**src/rtl/lector_segmentos.sv**
```systemverilog
// Recovers hex digits from a time-multiplexed 7-segment display bus and publishes full frames.
// Optional macro SEG_ERR_COUNT_EN adds a saturating count of unrecognized captures (err_count).
module lector_segmentos #(
    parameter int NUM_DIGITS    = 4,
    parameter int SETTLE_CYCLES = 3
) (
    input  logic                    clk,
    input  logic                    rst_n,
    input  logic [6:0]              seg,
    input  logic [NUM_DIGITS-1:0]   digit_en,
    output logic [4*NUM_DIGITS-1:0] valor,
    output logic [NUM_DIGITS-1:0]   blank,
    output logic [NUM_DIGITS-1:0]   err,
`ifdef SEG_ERR_COUNT_EN
    output logic [7:0]              err_count,
`endif
    output logic                    frame_valid
);

    localparam int CW = $clog2(SETTLE_CYCLES + 1);
    localparam logic [CW-1:0] CNT_ONE  = CW'(1);
    localparam logic [CW-1:0] CNT_MAX  = CW'(SETTLE_CYCLES);
    localparam logic [CW-1:0] CNT_LAST = CW'(SETTLE_CYCLES - 1);

    typedef enum logic [1:0] {IDLE, SETTLE, HOLD} state_t;

    // {blank, err, nibble}
    function automatic logic [5:0] decode(input logic [6:0] s);
        case (s)
            7'h7E: decode = 6'h00;
            7'h30: decode = 6'h01;
            7'h6D: decode = 6'h02;
            7'h79: decode = 6'h03;
            7'h33: decode = 6'h04;
            7'h5B: decode = 6'h05;
            7'h5F: decode = 6'h06;
            7'h70: decode = 6'h07;
            7'h7F: decode = 6'h08;
            7'h7B: decode = 6'h09;
            7'h77: decode = 6'h0A;
            7'h1F: decode = 6'h0B;
            7'h4E: decode = 6'h0C;
            7'h3D: decode = 6'h0D;
            7'h4F: decode = 6'h0E;
            7'h47: decode = 6'h0F;
            7'h00: decode = 6'b10_0000;
            default: decode = 6'b01_0000;
        endcase
    endfunction

    logic [6:0]            seg_m, seg_s;
    logic [NUM_DIGITS-1:0] en_m, en_s;

    state_t                state, state_nxt;
    logic [CW-1:0]         cnt, cnt_nxt;
    logic [6:0]            lat_seg, lat_seg_nxt;
    logic [NUM_DIGITS-1:0] lat_en, lat_en_nxt;
    logic                  capture, start;

    logic [NUM_DIGITS-1:0]        captured;
    logic [NUM_DIGITS-1:0][3:0]   stg_val;
    logic [NUM_DIGITS-1:0]        stg_blank, stg_err;

    logic       onehot, pair_eq, frame_done;
    logic [5:0] dec;

    assign onehot     = $onehot(en_s);
    assign pair_eq    = (seg_s == lat_seg) && (en_s == lat_en);
    assign frame_done = &captured;
    assign dec        = decode(seg_s);

    always_comb begin
        state_nxt   = state;
        cnt_nxt     = cnt;
        lat_seg_nxt = lat_seg;
        lat_en_nxt  = lat_en;
        capture     = 1'b0;
        start       = 1'b0;
        case (state)
            IDLE:   start = onehot;
            SETTLE: begin
                if (!onehot) begin
                    state_nxt = IDLE;
                end else if (pair_eq) begin
                    if (cnt >= CNT_LAST) begin
                        capture   = 1'b1;
                        cnt_nxt   = CNT_MAX;
                        state_nxt = HOLD;
                    end else begin
                        cnt_nxt = cnt + CNT_ONE;
                    end
                end else begin
                    start = 1'b1;
                end
            end
            HOLD: begin
                if (!pair_eq) begin
                    state_nxt = IDLE;
                    start     = onehot;
                end
            end
            default: state_nxt = IDLE;
        endcase
        // A fresh one-hot pair counts as its first settled sample.
        if (start) begin
            lat_seg_nxt = seg_s;
            lat_en_nxt  = en_s;
            if (SETTLE_CYCLES == 1) begin
                capture   = 1'b1;
                cnt_nxt   = CNT_MAX;
                state_nxt = HOLD;
            end else begin
                cnt_nxt   = CNT_ONE;
                state_nxt = SETTLE;
            end
        end
    end

    always_ff @(posedge clk or negedge rst_n) begin
        if (!rst_n) begin
            seg_m   <= '0;
            seg_s   <= '0;
            en_m    <= '0;
            en_s    <= '0;
            state   <= IDLE;
            cnt     <= '0;
            lat_seg <= '0;
            lat_en  <= '0;
        end else begin
            seg_m   <= seg;
            seg_s   <= seg_m;
            en_m    <= digit_en;
            en_s    <= en_m;
            state   <= state_nxt;
            cnt     <= cnt_nxt;
            lat_seg <= lat_seg_nxt;
            lat_en  <= lat_en_nxt;
        end
    end

    always_ff @(posedge clk or negedge rst_n) begin
        if (!rst_n) begin
            captured    <= '0;
            stg_val     <= '0;
            stg_blank   <= '0;
            stg_err     <= '0;
            valor       <= '0;
            blank       <= '0;
            err         <= '0;
            frame_valid <= 1'b0;
        end else begin
            frame_valid <= frame_done;
            if (frame_done) begin
                valor <= stg_val;
                blank <= stg_blank;
                err   <= stg_err;
            end
            // A capture landing on the publish cycle seeds the next frame's mask.
            captured <= (frame_done ? '0 : captured) | (capture ? en_s : '0);
            for (int i = 0; i < NUM_DIGITS; i++) begin
                if (capture && en_s[i]) begin
                    stg_val[i]   <= dec[3:0];
                    stg_err[i]   <= dec[4];
                    stg_blank[i] <= dec[5];
                end
            end
        end
    end

`ifdef SEG_ERR_COUNT_EN
    always_ff @(posedge clk or negedge rst_n) begin
        if (!rst_n)
            err_count <= '0;
        else if (capture && dec[4] && err_count != 8'hFF)
            err_count <= err_count + 8'd1;
    end
`endif

endmodule

```
**config.mk**
```make
export PLATFORM = sky130hd
export DESIGN_NAME = lector_segmentos
export DESIGN_NICKNAME = d
export VERILOG_FILES = /design/src/rtl/lector_segmentos.sv
export SDC_FILE = /design/constraint.sdc
export NUM_CORES = 1
export LEC_CHECK = 0
export BUFFER_PORTS_ARGS = -buffer_cell sky130_fd_sc_hd__buf_2
export CORE_UTILIZATION = 58
export CTS_CLUSTER_DIAMETER = 50
export DETAILED_ROUTE_END_ITERATION = 6
export PLACE_DENSITY = 0.79
export SLEW_MARGIN = 20
export SYNTH_ARGS = -nofsm -noshare
export SYNTH_HDL_FRONTEND = slang
export SYNTH_SLANG_ARGS = --single-unit
```
**constraint.sdc**
```tcl
create_clock -name clk -period 2.8 [get_ports clk]
set_input_delay 0.42 -clock clk [delete_from_list [all_inputs] [get_ports clk]]
set_output_delay 0.42 -clock clk [all_outputs]
set_load 0.02 [all_outputs]
```
==> qor.json <==
{
  "status": "finished, final reports clean",
  "buffer_ports.inserted": 37,
  "syn-instance-count": 315,
  "drt_wl_total_um": 6558,
  "timing_hold_violations_final": 0,
  "area_growth_pct": 12.64,
  "post_drt_wl_per_cell_um": 15.01,
  "core-area_mm2": 0.006096,
  "cts_max_path_buffers": 2,
  "number_of_cts_inserted_buffers": 9,
  "path_clk_slew_ns": 0.09,
  "tritoncts": "done",
  "die_h_um": 82.53,
  "cts.root.buffer_cell": "sky130_fd_sc_hd__clkbuf_8",
  "yosysSeqAreaShare": 0.5988,
  "rows": 28,
  "power.share.combinational": 0.115,
  "share_of_final_layout_standard_cells_stronger_than_drive_strength_1": 0.3039,
  "post-route-drc-count": 0,
  "power-per-cell-area_mw_per_mm2": 646.2,
  "leakagePower_nw": 2.223,
  "syn_avg_cell_area_um2": 11.94,
  "grt_antenna_before_repair": 0,
  "crit_path_cell_trace": "inv_1 -> fa_1 -> inv_1 -> ha_1 -> ha_1 -> nor2_1 -> nand2_1 -> nor2_4 -> nand3_2 -> mux2_1",
  "synth_unique_cells": 52,
  "timing.critical_path.slowest_stage_cell": "sky130_fd_sc_hd__fa_1",
  "clock_share_of_power": 0.349,
  "drv.max_cap_violation_count": 0,
  "seq_power_share": 0.536,
  "io-pin-count": 38,
  "critPathLaunch": "en_s[0]",
  "total_switching_power_mw": 0.6885,
  "syn_area_mm2": 0.003761,
  "worst_path_largest_cell_delay_ns": 0.53,
  "layout_min_cycle_time_ns": 2.689,
  "synth_warnings": 0,
  "wire_length_of_the_first_global_routing_pass_um": 11270,
  "power_switching_share": 0.2515,
  "critPathArrivalTime_ns": 2.93,
  "postCtsHoldBufs": 0,
  "post_cts_setup_repair_buffer_count": 0,
  "max_slew_margin": 0.5639,
  "drt_iter0_drc": 103,
  "grt_setup_unrepaired": "true",
  "drt-pass1-iter-count": 4,
  "power.ir.vdd_worst_uv": 462.8,
  "worstSkewPairLatency_ns": 0.35,
  "critical_path.reg2reg.startpoint": "en_s[0]",
  "timing.critical_path.buf_inv": 2,
  "cp-start-kind": "flop",
  "timing.setup.critical_path_class": "flop to flop",
  "clock-sinks": 90,
  "top_signal_layer_used": "met4",
  "timing.final.crit_share": 0.9602,
  "synth_enable_flop_cells": 0,
  "antenna-diode-count": 0,
  "num_vias": 2423,
  "layout.nets": 373,
  "met3WireLength_um": 266,
  "slew_viol_final": 0,
  "grt_overflow_total": 0,
  "postRouteAntennaNets": 0,
  "syn-num-nets": 331,
  "detail_route.vias_per_cell": 5.545,
  "wl_met1_um": 3014,
  "start_util": 0.6170,
  "synth.ff_latch_count": 90,
  "met2_wirelength_um": 3197,
  "fin_hold_ws_ns": 0.04790,
  "fin_total_pwr_mw": 2.738,
  "worst_hold_path_type": "input pin to async pin",
  "timing.critical_path.required_ns": 3.04,
  "timing.fmax_ghz": 0.3720,
  "end_kind": "flop",
  "path_delay_family": "adder cells",
  "finClkSkew_ns": 0.009962,
  "design_internal_power_mw": 2.049,
  "ys_dominant_reg_cell": "sky130_fd_sc_hd__dfrtp_1",
  "dpl.hpwl_um": 4520,
  "final.fill_count": 455,
  "groute.usage.overall": 0.2269,
  "die_area_mm2": 0.006810,
  "dieWidth_um": 82.53,
  "grt_pass1_vias": 2383,
  "crit_path_max_fanout": 7,
  "htree_levels": 3,
  "async_flop_share": 1.000,
  "tightestPinTransition_ns": 0.6488,
  "pin_count_of_the_biggest_net_entering_global_routing": 48,
  "routabilityCongestion": 0.8578,
  "timing.final.setup_violations": 0
}
per-layer routing:
| layer | vias up | GRT usage |
|---|---|---|
| li1 | 1148 | - |
| met1 | 1204 | 0.3034 |
| met2 | 59 | 0.3686 |
| met5 | - | 0 |
| met3 | 12 | 0.03736 |
| met4 | 0 | 0.09655 |
kinds of logic (layout without fill, tap and decap cells):
| group | count (synthesis) | count (layout) | share of synthesized area |
|---|---|---|---|
| AOI/OAI and AO/OA | 22 | 22 | 0.04524 |
| xor gates and xnor gates | 12 | 12 | 0.02794 |
| adders and majority gates | 3 | 3 | 0.01198 |
| buffers and inverters | 23 | 70 | 0.03160 |
| DFF | 90 | 90 | 0.5988 |
| muxes | 36 | 36 | 0.1075 |
| and+or+nand+nor | 129 | 129 | 0.1770 |
stage by stage:
| stage | utilization | setup slack (ns) | area, um^2 | instances | setup TNS (ns) |
|---|---|---|---|---|---|
| floorplan | - | 0.2585 | 3761 | 315 | 0 |
| detailed placement | 0.6585 | 0.03908 | 4014 | 421 | 0 |
| global placement | 0.6585 | 0.1149 | 4014 | 421 | 0 |
| finish | 0.6950 | 0.1115 | 4237 | 437 | 0 |
| CTS | 0.6942 | 0.03411 | 4232 | 437 | 0 |
| global route | 0.6950 | -0.03237 | 4237 | 437 | -0.03237 |
power by group through the flow:
stage	Combinational [mW]	Clock (mW)	Sequential (mW)
after global routing	0.346	1.01	1.48
after global placement	0.297	0	1.49
after detailed placement	0.316	0	1.49
final	0.314	0.956	1.47
after CTS	0.319	0.969	1.47
after floorplan	0.246	0	1.47
cell usage after synthesis (2+ instances only):
| cell type | n | area share |
|---|---|---|
| sky130_fd_sc_hd__nor4b_1 | 2 | 0.0047 |
| sky130_fd_sc_hd__o21ai_0 | 4 | 0.0053 |
| sky130_fd_sc_hd__nand3_1 | 4 | 0.0053 |
| sky130_fd_sc_hd__nand2_1 | 87 | 0.087 |
| sky130_fd_sc_hd__mux2_2 | 32 | 0.096 |
| sky130_fd_sc_hd__a21oi_1 | 3 | 0.0040 |
| sky130_fd_sc_hd__ha_1 | 2 | 0.0067 |
| sky130_fd_sc_hd__nand4_1 | 2 | 0.0033 |
| sky130_fd_sc_hd__nand4_2 | 2 | 0.0067 |
| sky130_fd_sc_hd__a41o_1 | 2 | 0.0053 |
| sky130_fd_sc_hd__buf_6 | 3 | 0.0090 |
| sky130_fd_sc_hd__clkbuf_1 | 6 | 0.0060 |
| sky130_fd_sc_hd__dfrtp_1 | 90 | 0.60 |
| sky130_fd_sc_hd__and3_1 | 3 | 0.0050 |
| sky130_fd_sc_hd__nor2_1 | 7 | 0.0070 |
| sky130_fd_sc_hd__xnor2_1 | 12 | 0.028 |
| sky130_fd_sc_hd__nor4_2 | 2 | 0.0067 |
| sky130_fd_sc_hd__buf_2 | 2 | 0.0027 |
| sky130_fd_sc_hd__nor2b_1 | 3 | 0.0050 |
| sky130_fd_sc_hd__inv_1 | 9 | 0.0090 |
| sky130_fd_sc_hd__nand3_2 | 4 | 0.011 |
| sky130_fd_sc_hd__buf_4 | 2 | 0.0040 |
| sky130_fd_sc_hd__mux2_1 | 3 | 0.0090 |
state kept, by name, summed over array words and instances (netlist names):
signal       flops
stg_err          4
seg_m            7
blank            4
state            2
seg_s            7
en_s             4
err              4
cnt              2
frame_valid      1
stg_val         16
en_m             4
valor           16
lat_en           4
stg_blank        4
captured         4
lat_seg          7
cell usage in the layout (no fill, tap or decap), drive strengths merged, types with 4 or more instances in the layout:
cell	n
buf	44
clkbuf	9
dfrtp	90
inv	10
mux2	35
nand2	87
nand3	8
nand4	4
nor2	8
o21ai	5
xnor2	12
final cells by class:
| cell class | instances | area, um^2 | area share |
|---|---|---|---|
| multi-input combinational | 202 | 1395 | 0.3293 |
| clock buffer | 9 | 123.9 | 0.02924 |
| sequential | 90 | 2252 | 0.5316 |
| timing repair buffer | 44 | 240.2 | 0.05670 |
| inverter | 10 | 37.54 | 0.008860 |
| tap | 75 | 93.84 | 0.02215 |
| clock inverter | 7 | 93.84 | 0.02215 |
what timing repair did:
action | CTS | global route
endpoints found under the hold margin | 0 | 0
endpoints found under the setup margin | 0 | 24
gates resized for setup | 0 | 1
path summary, 6_finish.rpt:
check                      cells past startpoint  slack, ns           end
max in group asynchronous                      2       2.03    stg_val[7]
hold / removal                                 1       0.05        err[3]
setup / recovery                              10       0.11  stg_blank[0]
hold reg to reg                                0       0.35      seg_s[0]
setup reg to reg                              10       0.11  stg_blank[0]
min in group clk                               1       0.16      seg_m[6]
Note: power is estimated with default switching activity, not from simulation.
